--- src/rtl/hazard_scoreboard.sv ---
// hazard_scoreboard
//
// Tracks the destination registers of the instructions in flight in EX, MEM
// and WB and compares them against the source operands of the instruction
// in ID. It produces the load-use stall and the per-operand forwarding
// selects for the ID/EX operand muxes.
//
// Ports:
//   clk, rst_n            clock, asynchronous active-low reset
//   id_valid              ID holds a real instruction
//   id_ra, id_rb          ID source register indices
//   id_use_a, id_use_b    ID reads ra / rb (operand-usage decoder bit1 / bit0)
//   id_wr_en, id_wr_reg   ID writes a register, and which one
//   id_is_load            ID result only available at the end of MEM
//   pipe_hold             freeze the whole pipeline (entries and counter hold)
//   flush                 kill the ID instruction (wins over stall)
//   stall                 hold IF/ID and inject a bubble into EX
//   fwd_a, fwd_b          00 regfile, 01 EX, 10 MEM, 11 WB
//   stall_cnt             saturating count of stall cycles
module hazard_scoreboard #(
    parameter int unsigned REG_W = 2,
    parameter int unsigned CNT_W = 8
) (
    input  logic             clk,
    input  logic             rst_n,
    input  logic             id_valid,
    input  logic [REG_W-1:0] id_ra,
    input  logic [REG_W-1:0] id_rb,
    input  logic             id_use_a,
    input  logic             id_use_b,
    input  logic             id_wr_en,
    input  logic [REG_W-1:0] id_wr_reg,
    input  logic             id_is_load,
    input  logic             pipe_hold,
    input  logic             flush,
    output logic             stall,
    output logic [1:0]       fwd_a,
    output logic [1:0]       fwd_b,
    output logic [CNT_W-1:0] stall_cnt
);

    typedef struct packed {
        logic             vld;
        logic             wr;
        logic [REG_W-1:0] rd;
        logic             ld;
    } ent_t;

    ent_t             ex_q, mem_q, wb_q;
    ent_t             ex_d;
    logic [CNT_W-1:0] cnt_q, cnt_d;

    logic hit_ex_a, hit_mem_a, hit_wb_a;
    logic hit_ex_b, hit_mem_b, hit_wb_b;

    function automatic logic hit(input ent_t e, input logic [REG_W-1:0] src,
                                 input logic rd_en, input logic valid);
        return e.vld & e.wr & (e.rd == src) & rd_en & valid;
    endfunction

    // Youngest matching entry wins.
    function automatic logic [1:0] sel(input logic h_ex, input logic h_mem,
                                       input logic h_wb);
        if (h_ex)       return 2'b01;
        else if (h_mem) return 2'b10;
        else if (h_wb)  return 2'b11;
        else            return 2'b00;
    endfunction

    always_comb begin
        hit_ex_a  = hit(ex_q,  id_ra, id_use_a, id_valid);
        hit_mem_a = hit(mem_q, id_ra, id_use_a, id_valid);
        hit_wb_a  = hit(wb_q,  id_ra, id_use_a, id_valid);
        hit_ex_b  = hit(ex_q,  id_rb, id_use_b, id_valid);
        hit_mem_b = hit(mem_q, id_rb, id_use_b, id_valid);
        hit_wb_b  = hit(wb_q,  id_rb, id_use_b, id_valid);

        // Only a load still in EX cannot be forwarded in time; a flushed ID
        // instruction never stalls.
        stall = (hit_ex_a | hit_ex_b) & ex_q.ld & ~flush;

        fwd_a = sel(hit_ex_a, hit_mem_a, hit_wb_a);
        fwd_b = sel(hit_ex_b, hit_mem_b, hit_wb_b);
    end

    always_comb begin
        ex_d = '0;
        if (id_valid && !stall && !flush) begin
            ex_d.vld = 1'b1;
            ex_d.wr  = id_wr_en;
            ex_d.rd  = id_wr_reg;
            ex_d.ld  = id_is_load;
        end

        cnt_d = cnt_q;
        if (stall && (cnt_q != '1)) begin
            cnt_d = cnt_q + {{(CNT_W-1){1'b0}}, 1'b1};
        end
    end

    always_ff @(posedge clk or negedge rst_n) begin
        if (!rst_n) begin
            ex_q  <= '0;
            mem_q <= '0;
            wb_q  <= '0;
            cnt_q <= '0;
        end else if (!pipe_hold) begin
            wb_q  <= mem_q;
            mem_q <= ex_q;
            ex_q  <= ex_d;
            cnt_q <= cnt_d;
        end
    end

    assign stall_cnt = cnt_q;

endmodule
--- config.mk ---
export PLATFORM = sky130hd
export DESIGN_NAME = hazard_scoreboard
export DESIGN_NICKNAME = d
export VERILOG_FILES = /design/src/rtl/hazard_scoreboard.sv
export SDC_FILE = /design/constraint.sdc
export NUM_CORES = 1
export LEC_CHECK = 0
export CAP_MARGIN = 20
export CORE_MARGIN = 5
export CORE_UTILIZATION = 45
export CTS_CLUSTER_DIAMETER = 40
export DETAILED_ROUTE_END_ITERATION = 10
export PLACE_DENSITY = 0.86
export RECOVER_POWER = 50
export REMOVE_ABC_BUFFERS = 1
export SLEW_MARGIN = 5
export SYNTH_ARGS = -nofsm -noshare
export SYNTH_HDL_FRONTEND = slang
export SYNTH_SLANG_ARGS = --single-unit
--- constraint.sdc ---
create_clock -name clk -period 4.9 [get_ports clk]
set_clock_uncertainty 0.05 [all_clocks]
set_input_delay 0.98 -clock clk [delete_from_list [all_inputs] [get_ports clk]]
set_output_delay 0.98 -clock clk [all_outputs]
set_load 0.05 [all_outputs]
==> impl_metrics.ini <==
[sta]
setup-violations-final = 0
setup_tns_ns = 0
fin_ws_ns = 0.6240
hold_viol = 0
worstMarginPinSlew_ns = 0.8986
slew_violations = 0
rsz0062_at_grt = false
max_slew_margin_pct = 39.90
max_freq_mhz = 233.9
period_minus_slack_ns = 4.276
period_share_pct = 87.27

[critical_path]
critical_path_class = in -> out
cp_max_fo = 9
crit_family = buffers and inverters
cp.required_ns = 3.87
slowest_delay_ns = 0.87
worstSetupPathDepth = 5
worst_ep_arrival_time_ns = 3.25
end_kind = output port
path_cells = clkdlybuf4s50_1 > xor2_1 > nor4_2 > o211a_1 > clkdlybuf4s50_1
reg2reg_depth = 5
crit_top_cell = clkdlybuf4s50_1
crit_buf_inv = 2
start_kind = input pin
cp_slowest_cell = clkdlybuf4s50_1

[routing]
finalWirelength_mm = 2.310
vias_per_cell = 5.247
wire_per_inst_um = 14.62
drt_iter0_drc = 13
drtPass1Iterations = 4
drc = 0
num_vias = 829
ant_nets = 0

[floorplan]
die_h_um = 60.00
rows = 18
io_pins = 28
initial_core_util_pct = 46.24
die_x_um = 60.00
core_area_mm2 = 0.002432
dieArea_mm2 = 0.003599

[global_routing]
track_usage_pct = 14.07
grt_max_degree = 22
grt_pass1_wl_mm = 3.795
grt_overflow = 0
antenna_found_initial = 0
grt_pass1_vias = 884

[placement]
finalWeightedCongestion = 0.9834
preCtsSetupSlack_ns = 0.6215
dp_hpwl_mm = 1.865
port_buffers = 27

[synth]
synth_ff_type = dfrtp_1
synth.most_common_cell = dfrtp_1
synth_cells = 100
ys_warn_count = 0
synth_cell_type_count = 23
avgSynthCellArea_um2 = 11.25
ys_seq_elements = 21
synthTopCellsByArea = dfrtp_1 47%, xor2_1 9.3%, mux2_2 8.0%
mappedNetlistArea_mm2 = 0.001125
ys_seq_area_share_pct = 46.72
synth_edf_count = 0
synthArstFlopShare_pct = 100.0
synth_common_cells = 21 x dfrtp_1, 12 x xor2_1, 10 x nand2_1
yosysTopAreaCell = dfrtp_1
yosys.area.top_type_share_pct = 46.72

[power_and_ir_drop]
peakVddDrop_v = 0.0001615
p_leak_nw = 0.6598
power_density_mw_per_mm2 = 215.3

[finish]
diodes = 0
drive_gt1_share_pct = 12.50
nets = 145
multiInputGateArea_um2 = 576.8
syn_to_final_growth_pct = 28.03
fill_cells = 215
regArea_um2 = 525.5

[clocking]
cts_max_level = 1
cts_setup_buffers = 0
cts_resized = 0
cts_tree = built
clk_pin_slew_ns = 0.10
root_buffer = clkbuf_4
numCtsBuffers = 3
ctsLongestPathBuffers = 2
ctsHoldBuffers = 0
clk_latency_ns = 0.29
cts.sinks = 21

[flow_run]
cap_violations = 0

[worst_hold_path]
hold_class = reg -> reg
whs_path_depth = 1

[status]
status = complete, no violations
routing by layer:
layer / track usage, % / wire length [um]
met2: 23.92 / 1110
met5: 0 / 0
met3: 3.888 / 174
met4: 5.063 / 41
met1: 16.87 / 985
power breakdown:
part | leakage, nW | internal, mW | switching, mW
combinational | 0.359 | 0.0231 | 0.0202
sequential | 0.286 | 0.182 | 0.00755
clock | 0.0150 | 0.0316 | 0.0456
total | 0.660 | 0.237 | 0.0733
layout make-up:
cell class                      instances  area share, %
Clock buffer                            4          1.825
Sequential cell                        21          36.49
Inverter                                1         0.2606
Timing Repair Buffer                   27          18.77
Tap cell                               30          2.606
Multi-Input combinational cell         75          40.05
state kept, by name, indices dropped and copies added, names as in the netlist:
register and count:
wb_q 4, mem_q 4, ex_q 5, stall_cnt 8
through the flow:
stage	utilization, %	instance area (um2)	total power [mW]	std cells	hold slack [ns]
after floorplan	-	1106	0.2122	97	0.3975
after global placement	58.13	1414	0.2356	154	0.4279
after detailed placement	58.13	1414	0.2375	154	0.4301
after CTS	59.21	1440	0.3165	158	0.4571
after global routing	59.21	1440	0.3281	158	0.4727
final	59.21	1440	0.3101	158	0.4526
final timing paths:
kind                         startpoint            to  slack (ns)
min                        stall_cnt[5]  stall_cnt[5]        0.45
max                            id_rb[0]         stall        0.62
max in group asynchronous         rst_n       ex_q[4]        3.05
min reg2reg                stall_cnt[5]  stall_cnt[5]        0.45
max reg2reg                     ex_q[1]       ex_q[4]        3.02
min in group asynchronous         rst_n       ex_q[0]        1.20
cells in the final DEF, fill, tap and decap left out:
cell / instances
clkdlybuf4s50_1: 25
inv_1: 1
nand3_1: 3
nand2_4: 1
dlygate4sd3_1: 2
clkbuf_4: 3
o21ai_0: 5
ha_1: 1
and2_1: 2
mux2_2: 8
and3_1: 3
a31oi_4: 1
nand4_1: 3
mux2_4: 1
nor4_2: 2
xnor2_1: 7
dfrtp_1: 21
nand2b_1: 8
nand3b_1: 1
o211a_1: 1
nand2_1: 10
clkbuf_1: 1
a21oi_1: 2
xor2_1: 12
or4_1: 4
logic make-up (layout without fill, tap and decap cells):
| logic type | after synthesis | count (layout) | share of synthesized area, % |
|---|---|---|---|
| AO/OA/AOI/OAI | 9 | 9 | 5.895 |
| flip-flops | 21 | 21 | 46.72 |
| multiplexers | 9 | 9 | 9.344 |
| adder cells (fa/ha/maj) | 1 | 1 | 1.112 |
| buffers and inverters | 4 | 32 | 2.002 |
| AND/OR/NAND/NOR | 37 | 37 | 20.13 |
| XOR/XNOR | 19 | 19 | 14.79 |
(Power assumes the default switching activity.)
